$ cat src/rtl/pq_controller.sv
// Sorted BRAM priority-queue sequencer: descending order, largest key at address 0.
// Latency: enqueue busy 2*n+1 cycles, dequeue busy 2*n cycles (n = entries before the op); deq_valid 2 cycles after accept.
// Backpressure: enq_ready drops while busy or full; deq_req is only sampled in IDLE and wins over a same-cycle enqueue.
module pq_controller #(
    parameter int WIDTH  = 32,
    parameter int DEPTH  = 16,
    parameter int ADDR_W = $clog2(DEPTH)
) (
    input  logic              clk,
    input  logic              rst_n,
    input  logic              enq_valid,
    input  logic [WIDTH-1:0]  enq_data,
    output logic              enq_ready,
    input  logic              deq_req,
    output logic              deq_valid,
    output logic [WIDTH-1:0]  deq_data,
    output logic              deq_err,
    output logic              busy,
    output logic              op_done,
    output logic [ADDR_W:0]   count,
    output logic              full,
    output logic              empty,
    output logic [ADDR_W-1:0] mem_addr,
    output logic              mem_we,
    output logic [WIDTH-1:0]  mem_wdata,
    input  logic [WIDTH-1:0]  mem_rdata
);

    typedef enum logic [2:0] {
        IDLE,
        ENQ_RD,
        ENQ_CMP,
        ENQ_WR,
        DEQ_HEAD,
        DEQ_CAP,
        DEQ_RD,
        DEQ_SH
    } state_t;

    localparam logic [ADDR_W:0]   ONE_C  = 1;
    localparam logic [ADDR_W-1:0] ONE_A  = 1;
    localparam logic [ADDR_W:0]   FULL_C = (ADDR_W+1)'(DEPTH);

    state_t            state;
    logic [ADDR_W:0]   idx;
    logic [WIDTH-1:0]  carry;

    logic [ADDR_W:0]   idx_nxt;
    logic [ADDR_W-1:0] idx_prev;
    logic              swap;

    assign idx_nxt  = idx + ONE_C;
    // idx is always >= 1 in DEQ_SH, so the low bits minus one never wrap.
    assign idx_prev = idx[ADDR_W-1:0] - ONE_A;
    // Strict compare: an incoming key never overtakes an equal stored key.
    assign swap     = carry > mem_rdata;

    assign full      = (count == FULL_C);
    assign empty     = (count == '0);
    assign busy      = (state != IDLE);
    assign enq_ready = (state == IDLE) && !full;

    // BRAM port decode: read address when not writing, write carry or shifted entry otherwise.
    always_comb begin
        mem_addr  = '0;
        mem_we    = 1'b0;
        mem_wdata = carry;
        case (state)
            ENQ_RD: begin
                mem_addr = idx[ADDR_W-1:0];
            end
            ENQ_CMP: begin
                mem_addr = idx[ADDR_W-1:0];
                mem_we   = swap;
            end
            ENQ_WR: begin
                mem_addr = count[ADDR_W-1:0];
                mem_we   = 1'b1;
            end
            DEQ_RD: begin
                mem_addr = idx[ADDR_W-1:0];
            end
            DEQ_SH: begin
                mem_addr  = idx_prev;
                mem_we    = 1'b1;
                mem_wdata = mem_rdata;
            end
            default: begin
            end
        endcase
    end

    // Sequencing FSM with occupancy counter, popped-key register and single-cycle pulses.
    always_ff @(posedge clk or negedge rst_n) begin
        if (!rst_n) begin
            state     <= IDLE;
            idx       <= '0;
            carry     <= '0;
            count     <= '0;
            deq_data  <= '0;
            deq_valid <= 1'b0;
            deq_err   <= 1'b0;
            op_done   <= 1'b0;
        end else begin
            deq_valid <= 1'b0;
            deq_err   <= 1'b0;
            op_done   <= 1'b0;
            case (state)
                IDLE: begin
                    if (deq_req) begin
                        if (empty) begin
                            deq_err <= 1'b1;
                        end else begin
                            state <= DEQ_HEAD;
                        end
                    end else if (enq_valid && enq_ready) begin
                        carry <= enq_data;
                        idx   <= '0;
                        state <= empty ? ENQ_WR : ENQ_RD;
                    end
                end
                ENQ_RD: begin
                    state <= ENQ_CMP;
                end
                ENQ_CMP: begin
                    // The smaller of the pair keeps walking toward the tail.
                    if (swap) begin
                        carry <= mem_rdata;
                    end
                    idx   <= idx_nxt;
                    state <= (idx_nxt == count) ? ENQ_WR : ENQ_RD;
                end
                ENQ_WR: begin
                    count   <= count + ONE_C;
                    op_done <= 1'b1;
                    state   <= IDLE;
                end
                DEQ_HEAD: begin
                    state <= DEQ_CAP;
                end
                DEQ_CAP: begin
                    deq_data  <= mem_rdata;
                    deq_valid <= 1'b1;
                    idx       <= ONE_C;
                    if (count > ONE_C) begin
                        state <= DEQ_RD;
                    end else begin
                        count   <= count - ONE_C;
                        op_done <= 1'b1;
                        state   <= IDLE;
                    end
                end
                DEQ_RD: begin
                    state <= DEQ_SH;
                end
                DEQ_SH: begin
                    idx <= idx_nxt;
                    if (idx_nxt == count) begin
                        count   <= count - ONE_C;
                        op_done <= 1'b1;
                        state   <= IDLE;
                    end else begin
                        state <= DEQ_RD;
                    end
                end
                default: begin
                    state <= IDLE;
                end
            endcase
        end
    end

endmodule

$ cat config.mk
export PLATFORM = sky130hd
export DESIGN_NAME = pq_controller
export DESIGN_NICKNAME = d
export VERILOG_FILES = /design/src/rtl/pq_controller.sv
export SDC_FILE = /design/constraint.sdc
export NUM_CORES = 1
export LEC_CHECK = 0
export CAP_MARGIN = 20
export CORE_ASPECT_RATIO = 1.25
export CORE_MARGIN = 5
export CORE_UTILIZATION = 48
export DETAILED_ROUTE_END_ITERATION = 16
export PLACE_DENSITY = 0.88
export SETUP_SLACK_MARGIN = 0.3
export SYNTH_ARGS = -nofsm -noshare
export SYNTH_HDL_FRONTEND = slang
export SYNTH_SLANG_ARGS = --single-unit
$ cat constraint.sdc
create_clock -name clk -period 3.8 [get_ports clk]
set_input_delay 0.76 -clock clk [delete_from_list [all_inputs] [get_ports clk]]
set_output_delay 0.76 -clock clk [all_outputs]
set_load 0.03 [all_outputs]
---- After elaboration in Yosys (flattened, before gate mapping) ----
Cells that the tools add are included.
storage, ports and cells
  flip-flop bits (word level) ............. 80
  latch bits .............................. 0
  RAM bits ................................ 0
  memory bits (read-only) ................. 0
  bits of input ports ..................... 68
  output and inout bits ................... 81
  word-level logic and storage cells ...... 74
  memories kept ........................... 0
cells by class
  add/subtract/negate cells ............... 4
  multipliers ............................. 0
  div/mod/pow operators ................... 0
  magnitude comparators ................... 2
  equality and inequality tests ........... 16
  shift operators ......................... 0
  multiplexer cells ....................... 28
  bitwise logic cells ..................... 0
  reductions and logical operators ........ 16
operators by type and width
  kind                                                                             count
  32-bit 2-to-1 mux                                                                4
  32-bit case mux with 2 select lines                                              1
  32-bit greater-than comparator                                                   1
  5-bit case mux with 3 select lines                                               2
  3-bit case mux with 8 select lines                                               1
  5-bit 2-to-1 mux                                                                 4
  3-bit 2-to-1 mux                                                                 5
  3-bit == test, second input constant                                             4
  4-bit case mux with 3 select lines                                               1
  5-bit by 1-bit adder with 5-bit output, second input constant                    2
  3-bit nonzero test                                                               3
  2-bit inequality test, second input constant                                     4
  3-bit by 2-bit == test with 1-bit output, second input constant                  2
  1-bit 2-to-1 mux                                                                 6
  3-bit AND reduction                                                              2
  5-bit == test                                                                    1
  5-bit == test, second input constant                                             1
  5-bit by 1-bit greater-than comparator with 1-bit output, second input constant  1
  5-bit logical NOT                                                                1
  5-bit by 1-bit subtractor with 5-bit output, second input constant               1
  2-bit 2-to-1 mux                                                                 2
  4-bit AND reduction                                                              1
  2-bit OR reduction                                                               2
  4-bit by 1-bit subtractor with 4-bit output, second input constant               1
  12 further kinds                                                                 13

---- Depth between registers and ports, before layout ----
  word-level depth ........................ 7
  gate-level depth with buffers ........... 9
  depth with buffers taken out ............ 8

---- Worst setup path after synthesis ----
OpenSTA, ideal clock, no wires.
  path type ............................... input to output
  start point ............................. input mem_rdata[30]
  end point ............................... output mem_we
  arrival ................................. 2.332 ns
  required time ........................... 3.040 ns
  setup slack ............................. 0.708 ns
  stages .................................. 8
  cells stage by stage .................... inv_1 > ha_1 > nand4_2 > or4_1 > o211ai_1 > a31oi_1 > nor2_1 > nand2_1
between the ends
  longest elaborated chain between the ends .. 2
RTL lines
  item                                RTL line  RTL
  from (decl)                         26        input logic [WIDTH-1:0] mem_rdata
  32-bit greater-than comparator      56        assign swap = carry > mem_rdata;
  1-bit case mux with 2 select lines  68        case (state)
  to (decl)                           24        output logic mem_we,
No other way between the ends.

---- Worst setup path in the final report ----
  start point ............................. input mem_rdata[1]
  end point ............................... output mem_we
Same word-level chain as after synthesis.

==> flow_summary.json <==
{
  "worst_skew_pair.late_latency_ns": 0.33,
  "timing.rr.start": "carry[23]",
  "critPathTopFamily": "simple AND/OR/NAND/NOR gates",
  "clkTransAtPathRegs_ns": 0.06,
  "post-route-period-util": 0.912,
  "wl_per_cell_um": 17.4,
  "hold_viol": 0,
  "cp_num_buf_inv": 3,
  "grt_first_pass_wirelength_um": 24600,
  "cp.arrival_ns": 2.70,
  "routed_wl_um": 14900,
  "synthToLayoutAreaGrowth_pct": 48.4,
  "grt.total_usage": 0.238,
  "r2r_end": "carry[15]",
  "worstPathRequired_ns": 3.04,
  "synth-seq-cells": 80,
  "cts_tree": "done",
  "clock_skew_ns": 0.00782,
  "crit_path_end_kind": "primary output",
  "core_area_mm2": 0.0105,
  "worstSetupStartpointType": "input pin",
  "initialDrtViolationCount": 161,
  "cp_slowest_stage_delay_ns": 0.54,
  "cts_buffers": 9,
  "synth.cell_area_mm2": 0.00512,
  "grt_antenna_before_repair": 1,
  "ant_nets": 0,
  "layout_setup_ws_ns": 0.336,
  "min_period_ns": 3.46,
  "synthCells": 539,
  "holdWs_ns": 0.413,
  "die_w_um": 102,
  "first_global_vias": 5044,
  "grt_overflow": 0,
  "power.total_mw": 4.78,
  "place_congestion": 0.846,
  "fmax_mhz": 289,
  "cp_max_fo": 2,
  "syn_nets": 644,
  "post-place-ws_ns": -0.434,
  "fin_area_mm2": 0.00760,
  "drive_gt1_frac": 0.264,
  "port_buffers": 148,
  "worstMarginPinSlew_ns": 0.723,
  "grt_max_degree": 81,
  "power_density_mw_per_mm2": 629,
  "rrSetupSlack_ns": 0.97,
  "maxCapViolCount": 0,
  "initial_utilization": 0.488,
  "cts_sinks": 80,
  "syn-mean-instance-area_um2": 9.51,
  "dpl_cell_area_mm2": 0.00695,
  "hold_buffers": 0,
  "drt_pass1_iterations": 5,
  "cts-root-buf": "clkbuf_16",
  "yosysSeqAreaShare": 0.391,
  "die_area_mm2": 0.0129,
  "hpwl_um": 10700,
  "worst_path_max_delay_cell": "or4_4",
  "crit_chain": "dlygate4sd2_1, inv_1, ha_4, nand4_1, or4_4, o211ai_1, a31oi_1, nor2_1, nand2_1, buf_6",
  "vias_per_cell": 5.51,
  "setup_viol": 0,
  "max-slew-margin-rel": 0.518,
  "hold_class": "input pin to async pin",
  "yosysWarnings": 0,
  "status": "finished, final reports clean",
  "slew_violations": 0,
  "antenna_cells": 0,
  "vias": 4696,
  "rsz0062_at_grt": "true",
  "nets": 821,
  "drcViolationCount": 0,
  "reg2reg_depth": 9,
  "cts.htree.levels": 3,
  "num_rows": 42,
  "dieHeight_um": 126,
  "power_leakage_nw": 3.48,
  "num_io_pins": 149,
  "ys_types": 40,
  "crit_type": "input pin to primary output",
  "max-clock-path-buffers": 2,
  "fillers": 753,
  "ir_worst_vdd_mv": 0.423
}
## flip-flops by register name (all words and copies together) (netlist names)
name	count
count	5
idx	5
op_done	1
deq_data	32
carry	32
deq_valid	1
deq_err	1
state	3
## cells in the final DEF (no fill, tap or decap), types with 2 or more instances in the layout
cell type        count
mux2_4              29
a22o_1               3
and2_1               2
xor2_1               9
buf_12               4
nor3_1               5
clkbuf_16            9
inv_2               29
clkdlybuf4s15_1      7
or4_4                2
clkbuf_8             5
and3_1               2
nand2_1             88
o21ai_0             80
a221oi_1             3
mux2_2              34
ha_4                22
xnor2_1              6
a21oi_1             21
ha_1                15
nand2b_1             3
nand4_1              8
dfrtp_1             80
o211ai_1             4
mux2i_1              6
nor2b_1              4
clkdlybuf4s50_1    114
nand3_1              7
nor2_1              13
clkinv_2             2
inv_1               14
buf_4               46
dlygate4sd2_1       25
nor4_1               2
## per-stage QoR
step	TNS, ns	util	instances
after CTS	0	0.718	851
after detailed placement	-0.434	0.662	830
final	0	0.723	853
after global placement	-0.384	0.662	830
after global routing	0	0.723	853
after floorplan	0	-	539
## area by class of cell
type                    count  area, um^2  area share
well taps                 132         165      0.0217
flip-flops and latches     80        2000       0.263
clock buffers              14         294      0.0387
clock inverters             2        10.0     0.00132
repair buffers            197        1870       0.246
inverters                  43         161      0.0212
multi-input cells         385        3100       0.408
## timing repair
item,4_1_cts,5_1_grt
setup endpoints to repair,1,4
gates resized for setup,96,6
setup buffers,5,0
pin swaps,27,8
## worst register-to-register path: cells and delay by family, from the launching register on
family                   cells  cell delay (ns)
flip-flops                   1             0.42
AND/OR/NAND/NOR              3             0.97
adder cells (fa/ha/maj)      1             0.29
multiplexers                 1             0.37
buffers and inverters        2             0.40
AO/OA/AOI/OAI                2             0.27
## logic make-up (layout without fill, tap and decap cells)
kind of cell,after synthesis,in the layout,synth area share
AND/OR/NAND/NOR,144,144,0.129
adder cells (fa/ha/maj),37,37,0.0904
XOR/XNOR,15,15,0.0256
AO/OA/AOI/OAI,120,120,0.129
flip-flops,80,80,0.391
multiplexers,69,69,0.171
buffers and inverters,74,256,0.0640
## report_power, final
group	switching [mW]	internal, mW
Sequential	0.293	1.13
Clock	0.333	0.530
Combinational	1.39	1.11
Total	2.02	2.77
## synthesized netlist by cell type, drive strengths merged
| master | number | area share |
|---|---|---|
| nand2 | 88 | 0.064 |
| a21oi | 21 | 0.021 |
| dfrtp | 80 | 0.39 |
| inv | 43 | 0.032 |
| a221o | 1 | 0.0020 |
| a21o | 1 | 0.0015 |
| a2111o | 1 | 0.0022 |
| nor2b | 5 | 0.0061 |
| nor3b | 1 | 0.0015 |
| or2 | 1 | 0.0012 |
| buf | 5 | 0.013 |
| a41oi | 1 | 0.0017 |
| o21a | 1 | 0.0015 |
| mux2i | 6 | 0.012 |
| or4 | 3 | 0.0044 |
| a2bb2oi | 1 | 0.0017 |
| ha | 37 | 0.090 |
| clkbuf | 26 | 0.019 |
| xor2 | 9 | 0.015 |
| xnor2 | 6 | 0.010 |
| a22o | 3 | 0.0051 |
| o21ai | 81 | 0.079 |
| a221oi | 3 | 0.0051 |
| nand3 | 8 | 0.0078 |
| nor4 | 2 | 0.0024 |
| nor2 | 13 | 0.0095 |
| nor3 | 6 | 0.0081 |
| and2 | 2 | 0.0024 |
| nand2b | 3 | 0.0037 |
| and3 | 2 | 0.0024 |
| o211ai | 4 | 0.0059 |
| nand4 | 10 | 0.015 |
| a211o | 1 | 0.0017 |
| mux2 | 63 | 0.16 |
| a31oi | 1 | 0.0012 |
## per-layer routing
layer,up-vias,global-route usage,share of wire
met3,39,0.0507,0.054
met5,-,0,0.00087
met2,162,0.415,0.52
met4,2,0.0834,0.026
met1,2285,0.285,0.40
li1,2208,-,-
## how the worst max path moves through the flow
stage                             start     end  slack, ns  cells past startpoint
after global placement    mem_rdata[23]  mem_we      -0.38                     10
final                      mem_rdata[1]  mem_we       0.34                     10
after CTS                 mem_rdata[10]  mem_we       0.30                     10
after floorplan           mem_rdata[30]  mem_we       0.71                      8
after detailed placement  mem_rdata[23]  mem_we      -0.43                     10
after global routing      mem_rdata[22]  mem_we       0.22                     10
Power figures use the tool's default switching activity.
